$ cat config.mk
export PLATFORM = sky130hd
export DESIGN_NAME = bcd2bin_seq_flat
export DESIGN_NICKNAME = d
export VERILOG_FILES = /design/src/rtl/bcd2bin_seq_if.sv /design/src/rtl/bcd2bin_seq.sv /design/src/flat_wrapper.sv
export SDC_FILE = /design/constraint.sdc
export NUM_CORES = 1
export LEC_CHECK = 0
export CORE_MARGIN = 1.5
export CORE_UTILIZATION = 50
export DETAILED_ROUTE_END_ITERATION = 12
export PLACE_DENSITY = 0.79
export SKIP_CTS_REPAIR_TIMING = 1
export SYNTH_ARGS = -nofsm -noshare
export SYNTH_HDL_FRONTEND = slang
export SYNTH_SLANG_ARGS = --single-unit
export TNS_END_PERCENT = 1
$ cat constraint.sdc
create_clock -name clk -period 2.8 [get_ports clk]
set_input_delay 0.56 -clock clk [delete_from_list [all_inputs] [get_ports clk]]
set_output_delay 0.56 -clock clk [all_outputs]
set_load 0.05 [all_outputs]
$ cat src/rtl/bcd2bin_seq_if.sv
// bcd2bin_seq_if: conversion handshake; master drives start/bcd, slave returns bin/busy/done/err
interface bcd2bin_seq_if #(parameter int NDIG = 2, parameter int BW = 7);
  logic start;
  logic [4*NDIG-1:0] bcd;
  logic [BW-1:0] bin;
  logic busy;
  logic done;
  logic err;
  modport master (output start, bcd, input bin, busy, done, err);
  modport slave (input start, bcd, output bin, busy, done, err);
endinterface

$ cat src/rtl/bcd2bin_seq.sv
// bcd2bin_seq: sequential reverse double-dabble BCD->binary; ports clk, rstn (sync active-low), io (start/bcd in, bin/busy/done/err out)
module bcd2bin_seq #(
  parameter int NDIG = 2,
  parameter int BW = 7
) (
  input logic clk,
  input logic rstn,
  bcd2bin_seq_if.slave io
);
  localparam int WW = 4*NDIG + BW;
  localparam int CW = $clog2(BW + 1);
  typedef enum logic {IDLE, CONV} state_t;
  state_t st;
  logic [WW-1:0] w, nxt;
  logic [CW-1:0] cnt;
  logic valid;
  always_comb begin
    valid = 1'b1;
    for (int i = 0; i < NDIG; i++)
      if (io.bcd[4*i +: 4] > 4'd9) valid = 1'b0;
  end
  always_comb begin
    nxt = w >> 1;
    for (int i = 0; i < NDIG; i++)
      if (nxt[BW+4*i +: 4] >= 4'd8) nxt[BW+4*i +: 4] = nxt[BW+4*i +: 4] - 4'd3;
  end
  always_ff @(posedge clk) begin
    if (!rstn) begin
      st <= IDLE;
      w <= '0;
      cnt <= '0;
      io.bin <= '0;
      io.busy <= 1'b0;
      io.done <= 1'b0;
      io.err <= 1'b0;
    end else begin
      io.done <= 1'b0;
      io.err <= 1'b0;
      if (st == IDLE) begin
        if (io.start && valid) begin
          w <= {io.bcd, {BW{1'b0}}};
          cnt <= '0;
          st <= CONV;
          io.busy <= 1'b1;
        end else if (io.start) begin
          io.done <= 1'b1;
          io.err <= 1'b1;
        end
      end else begin
        w <= nxt;
        if (cnt == CW'(BW - 1)) begin
          io.bin <= nxt[BW-1:0];
          io.done <= 1'b1;
          io.busy <= 1'b0;
          st <= IDLE;
        end else begin
          cnt <= cnt + CW'(1);
        end
      end
    end
  end
endmodule

$ cat src/flat_wrapper.sv
// flat-port wrapper written by rule: the top's interface ports become plain ports
module bcd2bin_seq_flat 
#(
  parameter int NDIG = 2,
  parameter int BW = 7
)
  (clk, rstn, io_start, io_bcd, io_bin, io_busy, io_done, io_err);
  bcd2bin_seq_if #(.NDIG(NDIG), .BW(BW)) io_i ();
  input logic clk;
  input logic rstn;
  input wire logic [$bits(io_i.start)-1:0] io_start;
  input wire logic [$bits(io_i.bcd)-1:0] io_bcd;
  output wire logic [$bits(io_i.bin)-1:0] io_bin;
  output wire logic [$bits(io_i.busy)-1:0] io_busy;
  output wire logic [$bits(io_i.done)-1:0] io_done;
  output wire logic [$bits(io_i.err)-1:0] io_err;
  assign io_i.start = io_start;
  assign io_i.bcd = io_bcd;
  assign io_bin = io_i.bin;
  assign io_busy = io_i.busy;
  assign io_done = io_i.done;
  assign io_err = io_i.err;
  bcd2bin_seq #(.NDIG(NDIG), .BW(BW)) u_core (.clk(clk), .rstn(rstn), .io(io_i));
endmodule
# [Yosys cells after proc, flatten, opt, wreduce, memory -nomap -nowiden]
# Cells that the tools add are included.
[op_classes] n_addsub=3 magnitude_cmp=4 n_eq_ne=3 mux=19 n_bitwise=1 reduce_logical=6
[ops] op="$mux 15" n=2
[ops] op="$mux 1" n=12
[ops] op="$mux 3" n=3
[ops] op="$gt 4x4->1 const B" n=2
[ops] op="$mux 4" n=2
[ops] op="$reduce_and 2->1" n=3
[ops] op="$ge 3x4->1 const B" n=1
[ops] op="$ge 4x4->1 const B" n=1
[ops] op="$ne 2x2->1 const B" n=2
[ops] op="$sub 3x2->4 const B" n=1
[ops] op="$sub 4x2->4 const B" n=1
[ops] op="$add 3x1->3 const B" n=1
[ops] op="$eq 3x3->1 const B" n=1
[ops] op="$reduce_bool 2->1" n=1
[ops] op="$reduce_or 2->1" n=1
[ops] op="$logic_and 1x1->1" n=1
[ops] op="$not 1->1" n=1
[word_totals] register_bits=29 inputBits=11 output_inout_bits=10 word_cells=43

# [Depth between registers and ports, before layout]
[logic_depth] word_depth=6 mapped_depth=6 ltp_nobuf=6

# [Worst setup path after synthesis]
# No wires, ideal clock.
[synth_path] path_type="input -> register" from="in io_start" to="reg u_core.w[13]" setup_time_ns=0.128 arrival_ns=1.361 required_time_ns=2.672 path_slack_ns=1.311 stages=5 path_buffers=1 cell_sequence="nor2b_1 -> and3_2 -> buf_2 -> a222oi_1 -> nor2_1"
[synth_between] elab_chain_cells=2
[synth_rtl] element="start, declared" line="flat_wrapper.sv:11" text="input wire logic [$bits(io_i.start)-1:0] io_start;"
[synth_rtl] element="$logic_and 1x1->1" line="bcd2bin_seq.sv:40" text="if (io.start && valid) begin"
[synth_rtl] element="$reduce_bool 2->1 (no source line)"
[synth_rtl] element="end signal, assigned" line="bcd2bin_seq.sv:41" text="w <= {io.bcd, {BW{1'b0}}};"
[synth_rtl] element="end signal, assigned" line="bcd2bin_seq.sv:50" text="w <= nxt;"
[synth_rtl] element="end, declared" line="bcd2bin_seq.sv:14" text="logic [WW-1:0] w, nxt;"
# No other way between the ends.
# A chain may end at the register's enable or synchronous reset.

# [Worst setup path after layout]
[layout_path] from="reg u_core.io.bin[3]" to="out io_bin[3]"
[layout_lines] element="start, declared" line="bcd2bin_seq_if.sv:10" text="modport slave (input start, bcd, output bin, busy, done, err);"
[layout_lines] element="start signal, assigned" line="bcd2bin_seq.sv:52" text="io.bin <= nxt[BW-1:0];"
[layout_lines] element="end, declared" line="flat_wrapper.sv:13" text="output wire logic [$bits(io_i.bin)-1:0] io_bin;"
# No word-level cell between the ends.

==> flow_summary.yaml <==
global_route:
  globalRoute.totalOverflow: 0
  grt_max_degree: 25
  antenna_found_initial: 0
  grt_pass1_vias: 844
  grt_pass1_wl_um: 3710
  track_usage_pct: 19.1
setup_path:
  path_delay_family: "buffers and inverters"
  worst_ep_arrival_time_ns: 1.48
  start_kind: "flip-flop"
  cp.required_ns: 2.24
  crit_buf_inv: 1
  end_kind: "output pin"
  cpMaxStageDelayCell: "clkdlybuf4s50_1"
  path_class: "flip-flop to output pin"
  path_max_fanout: 2
  critical_path.max_stage_delay_ns: 0.80
  path_cells: "clkdlybuf4s50_1"
detailed_routing:
  drtAntennaViolNets: 0
  drc_errors: 0
  routed_wl_um: 2200
  highest_layer: "met4"
  drt-met1-wl_um: 996
  wire_per_inst_um: 12.7
  num_vias: 931
  wl_met3_um: 76
  wl_met2_um: 1090
  drt-initial-drc-count: 44
  dr.pass1.iters: 4
  routed_via_density: 5.38
clock_network:
  insertion_delay_ns: 0.32
  ctsLongestPathBuffers: 2
  cts_buffers: 3
  cts-htree-levels: 1
  clk_pin_slew_ns: 0.14
  cts_tree: "built"
  cts_sinks: 28
  cts_root_buffer: "clkbuf_4"
die:
  ioPinCount: 21
  fp.dieH_um: 51.0
  die_area_mm2: 0.00260
  core-area_mm2: 0.00219
  num_rows: 17
  die_w_um: 51.0
  initial_core_util_pct: 52.5
outcome:
  outcome: "finished clean"
power_and_ir_drop:
  power_frac_seq_pct: 55.3
  power_density_mw_per_mm2: 548
  p_leak_nw: 0.509
  power_switching_mw: 0.175
  p_int_mw: 0.594
  ir_drop_v: 0.000368
  swShare_pct: 22.8
  combPwrFrac_pct: 10.9
  clkPwrFrac_pct: 33.8
place:
  port_buffers: 20
  routabilityCongestion: 0.720
  pre_cts_ws_ns: 0.619
  dp_hpwl_um: 1650
  placed_cells: 169
sta:
  slew_headroom_pct: 51.2
  tightestPinTransition_ns: 0.732
  setup_viol: 0
  timing.fmax_ghz: 0.489
  rsz0062_at_grt: "no"
  drv_slew: 0
  setup_slack_ns: 0.756
  period_needed_ns: 2.04
  timing.final.crit_share_pct: 73.0
  fin_tns_setup_ns: 0
  hold_viol: 0
  finClkSkew_ns: 0.00342
synth:
  yosysSeqAreaShare_pct: 48.7
  async_flop_share_pct: 0
  yosysTopAreaCell: "dfxtp_1"
  synth_top_area_share_pct: 48.7
  syn_inst: 127
  yosysWarnings: 0
  syn_avg_cell_area_um2: 9.05
  synth_edf_count: 0
  synth_ff_type: "dfxtp_1"
  synth_nets: 142
  synth.distinct_cells: 31
  yosysMostFrequentCell: "dfxtp_1"
  synth_commonest_cells: "dfxtp_1, nand2_1, nor2_1, a21oi_1, a22oi_1"
  synthTopCellsByArea: "dfxtp_1, nand2_1, nor2_1"
  yosys_register_bits: 28
  syn_area_mm2: 0.00115
worst_hold_path:
  hp-class: "flip-flop to flip-flop"
cells_and_area:
  instances_no_fill: 173
  antennaDiodeCount: 0
  seq_area_um2: 561
  drive_gt1_share_pct: 8.97
  fill_cells: 198
  multiInputGateArea_um2: 526
  area_growth_pct: 22.1
  nNetsFinal: 161
job:
  max_cap_violations: 0
## final timing paths
path / start / end / slack [ns] / cells after the start
hold / removal: u_core.io.bin[4] / u_core.io.bin[4] / 0.46 / 2
setup / recovery: u_core.io.bin[3] / io_bin[3] / 0.76 / 1
hold reg to reg: u_core.io.bin[4] / u_core.io.bin[4] / 0.46 / 2
setup reg to reg: u_core.st / u_core.w[12] / 0.98 / 4
## flip-flops by register name (all words and copies together), names as in the netlist
signal,count
u_core.st,1
u_core.io.bin,7
u_core.io.busy,1
u_core.cnt,3
u_core.w,14
u_core.io.done,1
u_core.io.err,1
## stage by stage
stage / utilization, % / cell area [um^2] / power, mW / hold slack, ns
2_1_floorplan: - / 1150 / 0.487 / 0.432
3_3_place_gp: 61.7 / 1350 / 0.514 / 0.443
4_1_cts: 64.1 / 1400 / 0.775 / 0.467
5_1_grt: 64.1 / 1400 / 0.799 / 0.497
6_report: 64.1 / 1400 / 0.769 / 0.462
3_5_place_dp: 61.7 / 1350 / 0.517 / 0.448
## cells in the final DEF (no fill, tap or decap), drive strengths merged, types with 2 or more instances in the layout
cell           Yosys  final
a21oi             12     12
and3               2      2
buf                5      2
dfxtp             28     28
clkdlybuf4s50      0     20
ha                 4      4
nand3              2      2
a222oi             5      5
clkbuf             3      3
inv                4      4
nand2             20     20
a22oi              7      7
nor2              18     18
o21ai              5      5
## logic make-up after synthesis
kind of cell	Yosys count	share of synthesized area, %
AO/OA/AOI/OAI	34	20.9
flip-flops	28	48.7
multiplexers	1	0.871
AND/OR/NAND/NOR	46	18.1
buffers and inverters	12	5.55
adder cells (fa/ha/maj)	4	4.35
XOR/XNOR	2	1.52
## cell type report
| type | count | area share, % |
|---|---|---|
| Tap cell | 28 | 2.50 |
| Sequential cell | 28 | 39.9 |
| Timing Repair Buffer | 22 | 15.3 |
| Inverter | 4 | 1.07 |
| Clock buffer | 3 | 1.60 |
| Clock inverter | 1 | 2.14 |
| Multi-Input combinational cell | 87 | 37.4 |
## per-layer routing
metal | vias up | GRT usage (%)
met2 | 21 | 32.9
met5 | - | 0
met4 | 0 | 9.46
li1 | 477 | -
met3 | 4 | 2.63
met1 | 429 | 23.2
## power by group through the flow
| stage | Sequential, mW | Clock, mW | Combinational (mW) |
|---|---|---|---|
| after floorplan | 0.436 | 0 | 0.0514 |
| after global placement | 0.433 | 0 | 0.0811 |
| after detailed placement | 0.434 | 0 | 0.0835 |
| after CTS | 0.425 | 0.266 | 0.0842 |
| after global routing | 0.427 | 0.279 | 0.0926 |
| final | 0.425 | 0.260 | 0.0838 |
No activity file was read; power rests on OpenSTA's default activity.
